**config.mk**
```make
export PLATFORM = sky130hd
export DESIGN_NAME = reg_scoreboard
export DESIGN_NICKNAME = d
export VERILOG_FILES = /design/src/rtl/reg_scoreboard.sv
export SDC_FILE = /design/constraint.sdc
export NUM_CORES = 1
export LEC_CHECK = 0
export CAP_MARGIN = 20
export CORE_MARGIN = 1
export CORE_UTILIZATION = 45
export CTS_CLUSTER_SIZE = 8
export DETAILED_ROUTE_END_ITERATION = 8
export GPL_ROUTABILITY_DRIVEN = 0
export PLACE_DENSITY_LB_ADDON = 0.25
export REMOVE_ABC_BUFFERS = 1
export SYNTH_ARGS = -nofsm -noshare
export SYNTH_HDL_FRONTEND = slang
export SYNTH_HIERARCHICAL = 1
export SYNTH_SLANG_ARGS = --single-unit
```
**constraint.sdc**
```tcl
create_clock -name clk -period 4.6 [get_ports clk]
set_input_delay 0.69 -clock clk [delete_from_list [all_inputs] [get_ports clk]]
set_output_delay 0.69 -clock clk [all_outputs]
set_load 0.05 [all_outputs]
```
**src/rtl/reg_scoreboard.sv**
```systemverilog
// Register hazard scoreboard: per-register pending-writeback counters gate
// instruction issue (RAW on rs/rd, per-register saturation, total capacity).

module reg_scoreboard_cnt #(
    parameter int LEN_CNT = 2
) (
    input  logic               clk,
    input  logic               rst,
    input  logic               flush,
    input  logic               inc,
    input  logic               dec,
    output logic [LEN_CNT-1:0] cnt
);
    always_ff @(posedge clk) begin
        if (rst || flush)
            cnt <= '0;
        else if (inc && !dec)
            cnt <= cnt + LEN_CNT'(1);
        else if (dec && !inc)
            cnt <= cnt - LEN_CNT'(1);
    end
endmodule

module reg_scoreboard #(
    parameter int LEN_REGNO = 4,
    parameter int NUM_REG   = 16,
    parameter int LEN_CNT   = 2,
    parameter int LEN_TOTAL = 6
) (
    input  logic                 clk,
    input  logic                 rst,
    input  logic                 issue_valid_i,
    input  logic                 issue_rs_use_i,
    input  logic [LEN_REGNO-1:0] issue_rs_regno_i,
    input  logic                 issue_rd_use_i,
    input  logic                 issue_wb_i,
    input  logic [LEN_REGNO-1:0] issue_rd_regno_i,
    output logic                 issue_accept_o,
    output logic                 stall_o,
    input  logic                 wb_i,
    input  logic [LEN_REGNO-1:0] wb_regno_i,
    input  logic                 flush_i,
    output logic [NUM_REG-1:0]   busy_o,
    output logic [LEN_TOTAL-1:0] outstanding_o,
    output logic                 err_o
);
    localparam logic [LEN_CNT-1:0]   CNT_MAX   = '1;
    localparam logic [LEN_TOTAL-1:0] TOTAL_MAX = '1;

    logic [NUM_REG-1:0][LEN_CNT-1:0] cnt;
    logic [NUM_REG-1:0]              inc;
    logic [NUM_REG-1:0]              dec;
    logic [LEN_TOTAL-1:0]            total;
    logic                            err;

    logic raw_rs, raw_rd, sat, full;
    logic wb_live, issue_wb_acc, release_ok, release_bad, overflow;

    // Hazards look only at registered counters: no same-cycle writeback bypass.
    assign raw_rs = issue_rs_use_i && (cnt[issue_rs_regno_i] != '0);
    assign raw_rd = issue_rd_use_i && (cnt[issue_rd_regno_i] != '0);
    assign sat    = issue_wb_i && (cnt[issue_rd_regno_i] == CNT_MAX);
    assign full   = issue_wb_i && (total == TOTAL_MAX);

    assign issue_accept_o = issue_valid_i && !raw_rs && !raw_rd && !sat && !full && !flush_i;
    assign stall_o        = issue_valid_i && !issue_accept_o;

    assign wb_live      = (cnt[wb_regno_i] != '0);
    assign issue_wb_acc = issue_accept_o && issue_wb_i;
    assign release_ok   = wb_i && wb_live;
    assign release_bad  = wb_i && !wb_live && !flush_i;
    assign overflow     = issue_wb_acc && !release_ok && (total == TOTAL_MAX) && !flush_i;

    for (genvar n = 0; n < NUM_REG; n++) begin : g_reg
        assign inc[n] = issue_wb_acc && (issue_rd_regno_i == LEN_REGNO'(n));
        assign dec[n] = wb_i && (wb_regno_i == LEN_REGNO'(n)) && (cnt[n] != '0);

        reg_scoreboard_cnt #(.LEN_CNT(LEN_CNT)) u_cnt (
            .clk   (clk),
            .rst   (rst),
            .flush (flush_i),
            .inc   (inc[n]),
            .dec   (dec[n]),
            .cnt   (cnt[n])
        );

        assign busy_o[n] = (cnt[n] != '0);
    end

    always_ff @(posedge clk) begin
        if (rst) begin
            total <= '0;
            err   <= 1'b0;
        end else begin
            if (flush_i)
                total <= '0;
            else if (issue_wb_acc && !release_ok)
                total <= total + LEN_TOTAL'(1);
            else if (release_ok && !issue_wb_acc)
                total <= total - LEN_TOTAL'(1);
            // Error is sticky across flush; only reset clears it.
            if (release_bad || overflow)
                err <= 1'b1;
        end
    end

    assign outstanding_o = total;
    assign err_o         = err;
endmodule

```
==> flow_metrics.env, run 1 <==
export IMPL_outcome="complete, no violations"
export IMPL_synthCells=366
export IMPL_drc=0
export IMPL_r2r_cells=15
export IMPL_dr_first_iter_drc_count=194
export IMPL_ys_warnings_count=6
export IMPL_clkTransAtPathRegs_ns=0.08
export IMPL_avgSynthCellArea_um2=8.65
export IMPL_hold_viol=0
export IMPL_regToRegEndpoint="outstanding_o[5]"
export IMPL_place_area_um2=3740
export IMPL_holdCritStartpoint="g_reg[15].u_cnt/cnt[1]"
export IMPL_hold_worst_slack_ns=0.522
export IMPL_grt_max_degree=35
export IMPL_area_delta_synth_final_pct=21.1
export IMPL_clk_path_buf_depth=2
export IMPL_cts_sinks=39
export IMPL_dieArea_um2=7380
export IMPL_diodes=0
export IMPL_setup_violations=0
export IMPL_slew_headroom_pct=56.6
export IMPL_final_antenna_net_count=0
export IMPL_ctsHoldBuffers=0
export IMPL_finalSetupTns_ns=0
export IMPL_crit_start="issue_rd_regno_i[0]"
export IMPL_yosysTopAreaCellShare_pct=24.7
export IMPL_hold_class="reg2reg"
export IMPL_r2r_start="g_reg[11].u_cnt/cnt[0]"
export IMPL_grt_pass1_wl_um=14200
export IMPL_async_flop_share_pct=0
export IMPL_use_met1_pct=29.9
export IMPL_die_y_um=85.9
export IMPL_vdd_drop_max_uv=115
export IMPL_coreArea_um2=6790
export IMPL_max_stage_delay_ns=0.60
export IMPL_wl_per_cell_um=16.8
export IMPL_rrSetupSlack_ns=0.85
export IMPL_whs_path_depth=2
export IMPL_finalCriticalPeriod_ns=4.34
export IMPL_yosys_area_top_type="dfxtp_1"
export IMPL_io_pins=45
export IMPL_synth_seq_area_share_pct=24.7
export IMPL_grt_pass1_vias=2990
export IMPL_row_count=30
export IMPL_setup_slack_ns=0.262
export IMPL_power_density_nw_per_um2=185
export IMPL_die_w_um=85.9
export IMPL_yosys_cell_types_count=45
export IMPL_path_cells="clkdlybuf4s50_1 > buf_12 > mux4_1 > a22oi_2 > nand2_1 > o21ai_2 > o311ai_4 > nor3_2 > ha_1 > inv_1 > ha_1 > a21o_1 > a21oi_1 > o21bai_1 > a21oi_1 > mux2i_1 > mux2_2"
export IMPL_leakage_nw=1.53
export IMPL_cp_slowest_cell="mux4_1"
export IMPL_antenna_found_initial=0
export IMPL_grt_overflow_total=0
export IMPL_skew_ns=0.00677
export IMPL_cts_setup_buffers=0
export IMPL_synth_edf_count=0
export IMPL_start_util_pct=46.6
export IMPL_max_cap_violations=0
export IMPL_drv_slew=0
export IMPL_drt_pass1_iterations=5
export IMPL_min_to="g_reg[15].u_cnt/cnt[1]"
export IMPL_viasPerCell=5.83
export IMPL_power_total_mw=0.710
export IMPL_cts_max_level=2
export IMPL_cts_resized=0
export IMPL_drive_above_1_share_pct=12.8
export IMPL_cts_tree="built"
export IMPL_post_dp_hpwl_um=6460
export IMPL_max_clock_freq_ghz=0.231
export IMPL_design_area_um2=3830
export IMPL_synth_most_common_cell="dfxtp_1"
export IMPL_synth_area_leaders="dfxtp_1 25%, xor2_1 9.4%, ha_1 8.3%"
export IMPL_final_util_pct=56.4
export IMPL_root_buffer="clkbuf_8"
export IMPL_ys_seq_elements=39
export IMPL_start_kind="input port"
export IMPL_arrival_ns=4.53
export IMPL_yosys_most_used_dff="dfxtp_1"
export IMPL_place_inst=503
export IMPL_netlist_area_um2=3170
export IMPL_rsz0062_at_grt="false"
export IMPL_grt_busiest_layer="met2"
export IMPL_routed_wl_um=8610
export IMPL_gr_usage_met3_pct=3.95
export IMPL_worstSetupPathType="in2reg"
export IMPL_io_buffers=44
export IMPL_finalCritPeriodShare_pct=94.3
export IMPL_vias=2979
export IMPL_crit_required_ns=4.80
export IMPL_numCtsBuffers=5
export IMPL_dp_slack_ns=-0.0989
export IMPL_worstMarginPinSlew_ns=0.649
export IMPL_clkLatencyLatePin_ns=0.30
export IMPL_synthTopCellsByCount="39 x dfxtp_1, 37 x inv_1, 34 x nor2_1, 34 x xor2_1, 31 x nor3_1"
export IMPL_stdcell_count=511
export IMPL_grtUsageTotal_pct=24.8
export IMPL_path_max_fanout=24
export IMPL_nets=456
export IMPL_worstSetupEndpointType="register"
export IMPL_use_met2_pct=42.3
[area by class of cell]
class | instances | area, um2
clock buffer | 5 | 68.8
sequential | 39 | 781
multi-input combinational | 275 | 2160
fill | 604 | 2960
inverter | 37 | 139
timing repair buffer | 56 | 551
clock inverter | 3 | 15.0
tap | 96 | 120
[routing by layer]
metal,share of wire [%],vias up,routed length (um)
li1,-,1419,-
met4,3.4,0,295
met1,43,1404,3660
met3,6.1,24,525
met5,0,-,0
met2,48,132,4130
[state kept, by name (all words and copies together) (netlist names)]
name / count
g.u_cnt/cnt: 32
outstanding_o: 6
err_o: 1
[report_power, final]
| group | internal, mW | switching, mW | total, mW |
|---|---|---|---|
| combinational | 0.0541 | 0.0781 | 0.132 |
| clock | 0.104 | 0.131 | 0.235 |
| sequential | 0.340 | 0.00305 | 0.343 |
| total | 0.498 | 0.212 | 0.710 |
[how the worst max path moves through the flow]
| stage | to | slack [ns] | cells after the start |
|---|---|---|---|
| global placement | outstanding_o[5] | 0.03 | 17 |
| CTS | outstanding_o[5] | 0.22 | 17 |
| finish | outstanding_o[5] | 0.26 | 17 |
| detailed placement | outstanding_o[5] | -0.1 | 17 |
| floorplan | outstanding_o[5] | 0.55 | 14 |
| global route | outstanding_o[5] | 0.05 | 17 |
[kinds of logic after synthesis]
group,Yosys count,share of synthesized area [%]
DFF,39,24.7
and+or+nand+nor,143,24.6
muxes,18,12.2
xor gates and xnor gates,36,9.96
AOI/OAI and AO/OA,56,12.3
buffers and inverters,52,7.31
adders and majority gates,22,8.93
[layout by cell type, fill, tap and decap left out, types with 3 or more instances in the layout]
cell / netlist / routed
inv_1: 37 / 37
nor2b_1: 4 / 4
nand3b_1: 3 / 3
a21oi_1: 9 / 9
a211oi_1: 17 / 17
clkdlybuf4s50_1: 0 / 42
a21o_1: 3 / 3
and2_1: 3 / 3
xor2_1: 34 / 34
ha_1: 21 / 21
nor3_1: 31 / 31
or3_1: 16 / 16
nand3_1: 10 / 10
mux4_1: 5 / 5
clkbuf_8: 0 / 5
buf_4: 0 / 12
mux4_2: 10 / 10
nand2_1: 13 / 13
nor2_1: 34 / 34
clkinv_2: 0 / 3
nor4_1: 11 / 11
dfxtp_1: 39 / 39
o21ai_0: 16 / 16
a22oi_2: 2 / 3
nor3_2: 9 / 9
[critical path: cells and delay by family]
family / cells / cell delay, ns
simple gates: 2 / 0.29
mux: 3 / 1.15
fa+ha+maj: 2 / 0.46
buf+inv: 3 / 0.81
compound gates: 7 / 1.14
Power figures use the tool's default switching activity.
==> inputs of run 2 (changes only) <==
Settings changed: HOLD_SLACK_MARGIN set to 0.02, TNS_END_PERCENT set to 30.
==> results of run 2 <==
Same layout as run 1: the final DEF is identical, and so are final timing and power.
==> inputs of run 3 (changes only) <==
Settings changed: CTS_CLUSTER_SIZE 8 to 28.
==> results of run 3 <==
Same layout as run 1: the final DEF is identical, and so are final timing and power.
